$ cat src/rtl/cim_pkg.sv
// Shared constants and state encoding for the CiM accumulator controller.
package cim_pkg;

  localparam int unsigned ACC_W_DEF     = 32;
  localparam int unsigned SEG_W_DEF     = 8;
  localparam int unsigned OUT_DEPTH_DEF = 2;

  localparam logic ST_ACC = 1'b0;
  localparam logic ST_CAP = 1'b1;

  typedef enum logic {
    StAcc = ST_ACC,
    StCap = ST_CAP
  } acc_state_e;

endpackage

$ cat src/rtl/acc_res_fifo.sv
// Synchronous result FIFO; head entry is shown on o_data, zero while empty.
module acc_res_fifo #(
  parameter int unsigned Width = 32,
  parameter int unsigned Depth = 2,
  localparam int unsigned PtrW = $clog2(Depth),
  localparam int unsigned CntW = $clog2(Depth + 1)
) (
  input  logic             clk,
  input  logic             rst_n_i,
  input  logic             i_push,
  input  logic             i_pop,
  input  logic [Width-1:0] i_data,
  output logic [Width-1:0] o_data,
  output logic             o_full,
  output logic             o_empty,
  output logic [CntW-1:0]  o_count
);

  logic [Width-1:0] r_mem [Depth];
  logic [PtrW-1:0]  r_wptr;
  logic [PtrW-1:0]  r_rptr;
  logic [CntW-1:0]  r_cnt;

  // Depth is a power of two, so pointers wrap by natural overflow.
  always_ff @(posedge clk or negedge rst_n_i) begin
    if (!rst_n_i) begin
      r_wptr <= '0;
      r_rptr <= '0;
      r_cnt  <= '0;
    end else begin
      if (i_push) r_wptr <= r_wptr + PtrW'(1);
      if (i_pop)  r_rptr <= r_rptr + PtrW'(1);
      r_cnt <= r_cnt + CntW'(i_push) - CntW'(i_pop);
    end
  end

  always_ff @(posedge clk) begin
    if (i_push) r_mem[r_wptr] <= i_data;
  end

  assign o_empty = (r_cnt == '0);
  assign o_full  = (r_cnt == CntW'(Depth));
  assign o_count = r_cnt;
  assign o_data  = o_empty ? '0 : r_mem[r_rptr];

endmodule

$ cat src/rtl/acc_ctrl.sv
// Sequences adder-tree beats into grouped accumulations and queues each finished sum
// for downstream consumption.
module acc_ctrl
  import cim_pkg::*;
#(
  parameter int unsigned SEG_W     = SEG_W_DEF,
  parameter int unsigned OUT_DEPTH = OUT_DEPTH_DEF,
  parameter int unsigned ACC_W     = ACC_W_DEF
) (
  input  logic             clk,
  input  logic             rst_n_i,
  input  logic [SEG_W-1:0] cfg_num_seg_i,
  input  logic             soft_clr_i,
  input  logic             tree_valid_i,
  output logic             tree_ready_o,
  output logic             acc_dff_en_o,
  output logic             oprand_sel_o,
  input  logic [ACC_W-1:0] acc_out_i,
  output logic [ACC_W-1:0] res_data_o,
  output logic             res_valid_o,
  input  logic             res_ready_i,
  output logic             busy_o
);

  localparam int unsigned CntW = $clog2(OUT_DEPTH + 1);

  acc_state_e       r_state;
  logic [SEG_W-1:0] r_seg_cnt;
  logic [SEG_W-1:0] r_seg_tgt;

  logic [SEG_W-1:0] w_tgt;
  logic [CntW-1:0]  w_fifo_cnt;
  logic             w_full;
  logic             w_empty;
  logic             w_ready;
  logic             w_accept;
  logic             w_last;
  logic             w_push;
  logic             w_pop;

  always_comb begin
    // Group length is sampled only on the first beat; mid-group cfg changes are ignored.
    w_tgt = r_seg_tgt;
    if (r_seg_cnt == '0) begin
      w_tgt = (cfg_num_seg_i == '0) ? SEG_W'(1) : cfg_num_seg_i;
    end
    w_ready  = (r_state == StAcc) && (w_fifo_cnt < CntW'(OUT_DEPTH)) && !soft_clr_i;
    w_accept = tree_valid_i && w_ready;
    w_last   = ((r_seg_cnt + SEG_W'(1)) == w_tgt);
    w_push   = (r_state == StCap) && !soft_clr_i;
    w_pop    = res_ready_i && !w_empty;
  end

  always_ff @(posedge clk or negedge rst_n_i) begin
    if (!rst_n_i) begin
      r_state   <= StAcc;
      r_seg_cnt <= '0;
      r_seg_tgt <= '0;
    end else if (soft_clr_i) begin
      r_state   <= StAcc;
      r_seg_cnt <= '0;
    end else begin
      case (r_state)
        StAcc: begin
          if (w_accept) begin
            r_seg_tgt <= w_tgt;
            if (w_last) begin
              r_seg_cnt <= '0;
              r_state   <= StCap;
            end else begin
              r_seg_cnt <= r_seg_cnt + SEG_W'(1);
            end
          end
        end
        StCap:   r_state <= StAcc;
        default: r_state <= StAcc;
      endcase
    end
  end

  acc_res_fifo #(
    .Width(ACC_W),
    .Depth(OUT_DEPTH)
  ) u_fifo (
    .clk    (clk),
    .rst_n_i(rst_n_i),
    .i_push (w_push),
    .i_pop  (w_pop),
    .i_data (acc_out_i),
    .o_data (res_data_o),
    .o_full (w_full),
    .o_empty(w_empty),
    .o_count(w_fifo_cnt)
  );

  assign tree_ready_o = w_ready;
  assign acc_dff_en_o = w_accept;
  assign oprand_sel_o = (r_seg_cnt != '0);
  assign res_valid_o  = !w_empty;
  assign busy_o       = (r_seg_cnt != '0) || (r_state == StCap) || !w_empty;

endmodule

$ cat config.mk
export PLATFORM = sky130hd
export DESIGN_NAME = acc_ctrl
export DESIGN_NICKNAME = d
export VERILOG_FILES = /design/src/rtl/cim_pkg.sv /design/src/rtl/acc_res_fifo.sv /design/src/rtl/acc_ctrl.sv
export SDC_FILE = /design/constraint.sdc
export NUM_CORES = 1
export LEC_CHECK = 0
export ABC_AREA = 1
export CAP_MARGIN = 10
export CORE_ASPECT_RATIO = 1.4
export CORE_MARGIN = 2
export CORE_UTILIZATION = 30
export DETAILED_ROUTE_END_ITERATION = 7
export DONT_BUFFER_PORTS = 1
export SLEW_MARGIN = 20
export SYNTH_ARGS = -nofsm -noshare
export SYNTH_HDL_FRONTEND = slang
export SYNTH_SLANG_ARGS = --single-unit
export TNS_END_PERCENT = 20
$ cat constraint.sdc
create_clock -name clk -period 3.1 [get_ports clk]
set_input_delay 0.155 -clock clk [delete_from_list [all_inputs] [get_ports clk]]
set_output_delay 0.155 -clock clk [all_outputs]
set_load 0.05 [all_outputs]
==> metrics.md <==
| Metric | Value |
|---|---|
| Setup TNS | 0 ps |
| WL per Instance | between 10 and 15 um |
| Cell variety after synth | 24 |
| Status | finished clean |
| Antenna diodes | 0 |
| Net Count, Synth | 442 |
| Post-Place Cells | 566 |
| Stages on worst setup path | 14 |
| Register bit total from synthesis | 85 |
| Async set-reset flop share out of synthesis | roughly 25% |
| HP Class | input pin to flop |
| Main synth FF type | edfxtp_1 |
| Post-CTS Setup Repair Bufs | 0 |
| CP startpoint kind | flop |
| FILL cells | roughly 1200 |
| Critical path fanouts, max | 11 |
| CP delay by family, top | simple AND/OR/NAND/NOR gates |
| Vias/cell | 4.61 |
| DRT Pass-1 Iters | 4 |
| Post-layout util | between 30% and 40% |
| Initial DRC count | 135 |
| Initial antenna violation count | 0 |
| H-tree depth | 3 |
| Unrepaired setup endpoints after global routing | false |
| Clk buf depth | 2 |
| Final Hold Viols | 0 |
| Final min period | ~2100 ps |
| Die area | about 14000 um2 |
| CTS tree | yes |
| Peak VDD IR | 0.410 mV |
| Crit-path cells | inv_1 -> ha_1 -> nand2_1 -> inv_1 -> nand2_2 -> nand2_1 -> nand2_1 -> nand2_1 -> nand2_1 -> nand2_1 -> nor2_2 -> nand3_4 -> nand2_1 -> nand2_1 |
| Routability Congestion | about 0.87 |
| Worst Reg-to-Reg Cells | 14 |
| Max frequency | approximately 0.47 GHz |
| Num rows | 48 |
| Post-synth EDFFs | 64 |
| I/O Buffers | 0 |
| Number of global-route vias before repair | 2902 |
| Share of cells above drive strength 1 | 16.3% |
| Biggest area consumer among synthesized cells | edfxtp_1 |
| Tot Pwr | 4.47 mW |
| Synthesis Warnings | 0 |
| Antenna-violating nets left | 0 |
| Crit path capture type | flop |
| Critical Path AT | approximately 2400 ps |
| Drt total wl | 8460 um |
| WS Path Type | flop to flop |
| GR Util All Layers | about an eighth |
| Worst path max stage delay | around 440 ps |
| Clk_skew | 7.97 ps |
| Total buffers and inverters traversed by the critical path | 2 |
| Maxcap violations | 0 |
| CP dominant cell by count | nand2_1 |
| Total CTS buffers | 9 |
| Area share of the largest cell type after synthesis | 50.3% |
| Top Ports | 82 |
| Cell Area, Synth | between 3000 and 4000 um2 |
| Slowest-stage cell, CP | dfrtp_1 |
| Endpoints failing setup | 0 |
| Hold path depth | 3 |
| WP data required | roughly 3300 ps |
| CTS Sinks | 85 |
| Largest net degree at the start of global routing | 34 |
| CTS root buf | clkbuf_16 |
| Sequential-to-total area share from yosys stat | about 64% |
| Syn_area_per_cell | approximately 9.7 um2 |
| CORE AREA | around 12000 um2 |
| Initial Utilization | 30.9% |
| Slew @ Worst Pin | ~990 ps |
| Leak | slightly above 2 nW |
| Area contributors post-synth | edfxtp_1 (50%), nand2_1 (15%), dfrtp_1 (14%) |
| Worst skew pair latency | between 300 and 400 ps |
| Syn Inst Count | around 400 |
| Non-Filler Instances | between 600 and 700 |
| Slew Limit Fails | 0 |
| Hold Worst Slack | 86.0 ps |
| # nets final | between 500 and 600 |
| DRC | 0 |
| Final Cycle Share | about 69% |
| Area grow syn2layout | 27.1% |
| Detail Placement HPWL | about 5800 um |
| DIE WIDTH | roughly 99 um |
| First-pass GRT wire length | roughly 14000 um |
| Max_slew headroom | ~34% |
| Power density over the cells | ~920 nW/um2 |
| GRT overflow | 0 |
| Clk pin slew, worst setup/hold paths | roughly 60 ps |
| Vias post-DR | 2838 |
| Die H | 138 um |
## sequential cells by signal (all words and copies together) (netlist names)
register / cells
u_fifo.r_mem: 64
r_seg_cnt: 8
r_seg_tgt: 8
u_fifo.o_count: 2
r_state: 1
u_fifo.r_rptr: 1
u_fifo.r_wptr: 1
## cells in the mapped netlist, types with 2 or more instances
| library cell | count |
|---|---|
| o21ai_0 | 8 |
| nand3_2 | 2 |
| dfrtp_1 | 21 |
| nand2_2 | 7 |
| nand3_1 | 11 |
| nor2_1 | 19 |
| xor2_1 | 3 |
| ha_1 | 4 |
| nor2_2 | 7 |
| edfxtp_1 | 64 |
| a21oi_1 | 33 |
| inv_1 | 36 |
| clkbuf_1 | 12 |
| nand2_1 | 155 |
| xnor2_1 | 2 |
## stage by stage
stage,area [um2],setup WS (ps)
after floorplan,3820,419
after global placement,4250,1050
after detailed placement,4250,983
after CTS,4850,920
after global routing,4860,759
final,4860,961
## path summary, 6_finish.rpt
path                               from       endpoint  slack [ps]
hold reg to reg            r_seg_tgt[7]   r_seg_tgt[7]         490
setup reg to reg           r_seg_cnt[0]   r_seg_cnt[1]         960
min in group asynchronous       rst_n_i   r_seg_tgt[3]         320
hold / removal              res_ready_i  u_fifo.r_rptr          90
max in group asynchronous       rst_n_i  u_fifo.r_rptr        2440
setup / recovery           r_seg_cnt[0]   r_seg_cnt[1]         960
## layout make-up
cell class              instances  area, um2  share of cell area [%]
flip-flops and latches         85       2450                    50.4
multi-input cells             258       1200                    24.7
repair buffers                 71        613                    12.6
clock buffers                   9        225                    4.64
well taps                     150        188                    3.86
inverters                      36        135                    2.78
clock inverters                 7       51.3                    1.06
## kinds of logic after synthesis
logic type	share of synthesized area (%)
compound gates	5.66
xor+xnor	1.15
fa+ha+maj	1.31
buf+inv	5.20
flops	64.0
simple gates	22.7
## per-layer routing
metal | GRT usage, % | up-vias | wire length, um
met5 | 0 | - | 0
met4 | 5.25 | 0 | 140
met3 | 3.81 | 11 | 536
met2 | 22.8 | 91 | 4280
met1 | 14.4 | 1330 | 3500
li1 | - | 1406 | -
## report_power, final
part	switching [mW]	leakage [nW]	internal, mW	total [mW]
Sequential	0.0567	0.843	1.30	1.36
Clock	0.430	0.127	0.545	0.975
Combinational	1.56	1.10	0.573	2.14
## cells in the final DEF, fill, tap and decap left out, types with 4 or more instances in the layout
| cell type | netlist | final |
|---|---|---|
| dfrtp_1 | 21 | 21 |
| inv_1 | 36 | 36 |
| ha_1 | 4 | 4 |
| dlygate4sd3_1 | 0 | 33 |
| clkbuf_16 | 0 | 9 |
| edfxtp_1 | 64 | 64 |
| a21oi_1 | 33 | 33 |
| nor2_1 | 19 | 16 |
| nand3_1 | 11 | 11 |
| nor2_2 | 7 | 8 |
| o21ai_0 | 8 | 8 |
| nand2_2 | 7 | 7 |
| nand2_1 | 155 | 155 |
| buf_4 | 1 | 37 |
## repair_timing
item                      in CTS  in global routing
hold buffers                  33                  1
hold endpoints to repair      85                 21
resized for setup              0                  0
## tightest hold or removal path, cell delays in order
cell and delay (ps):
inv_1 30, nor2_1 60, xor2_1 120
No activity file was read; power rests on OpenSTA's default activity.
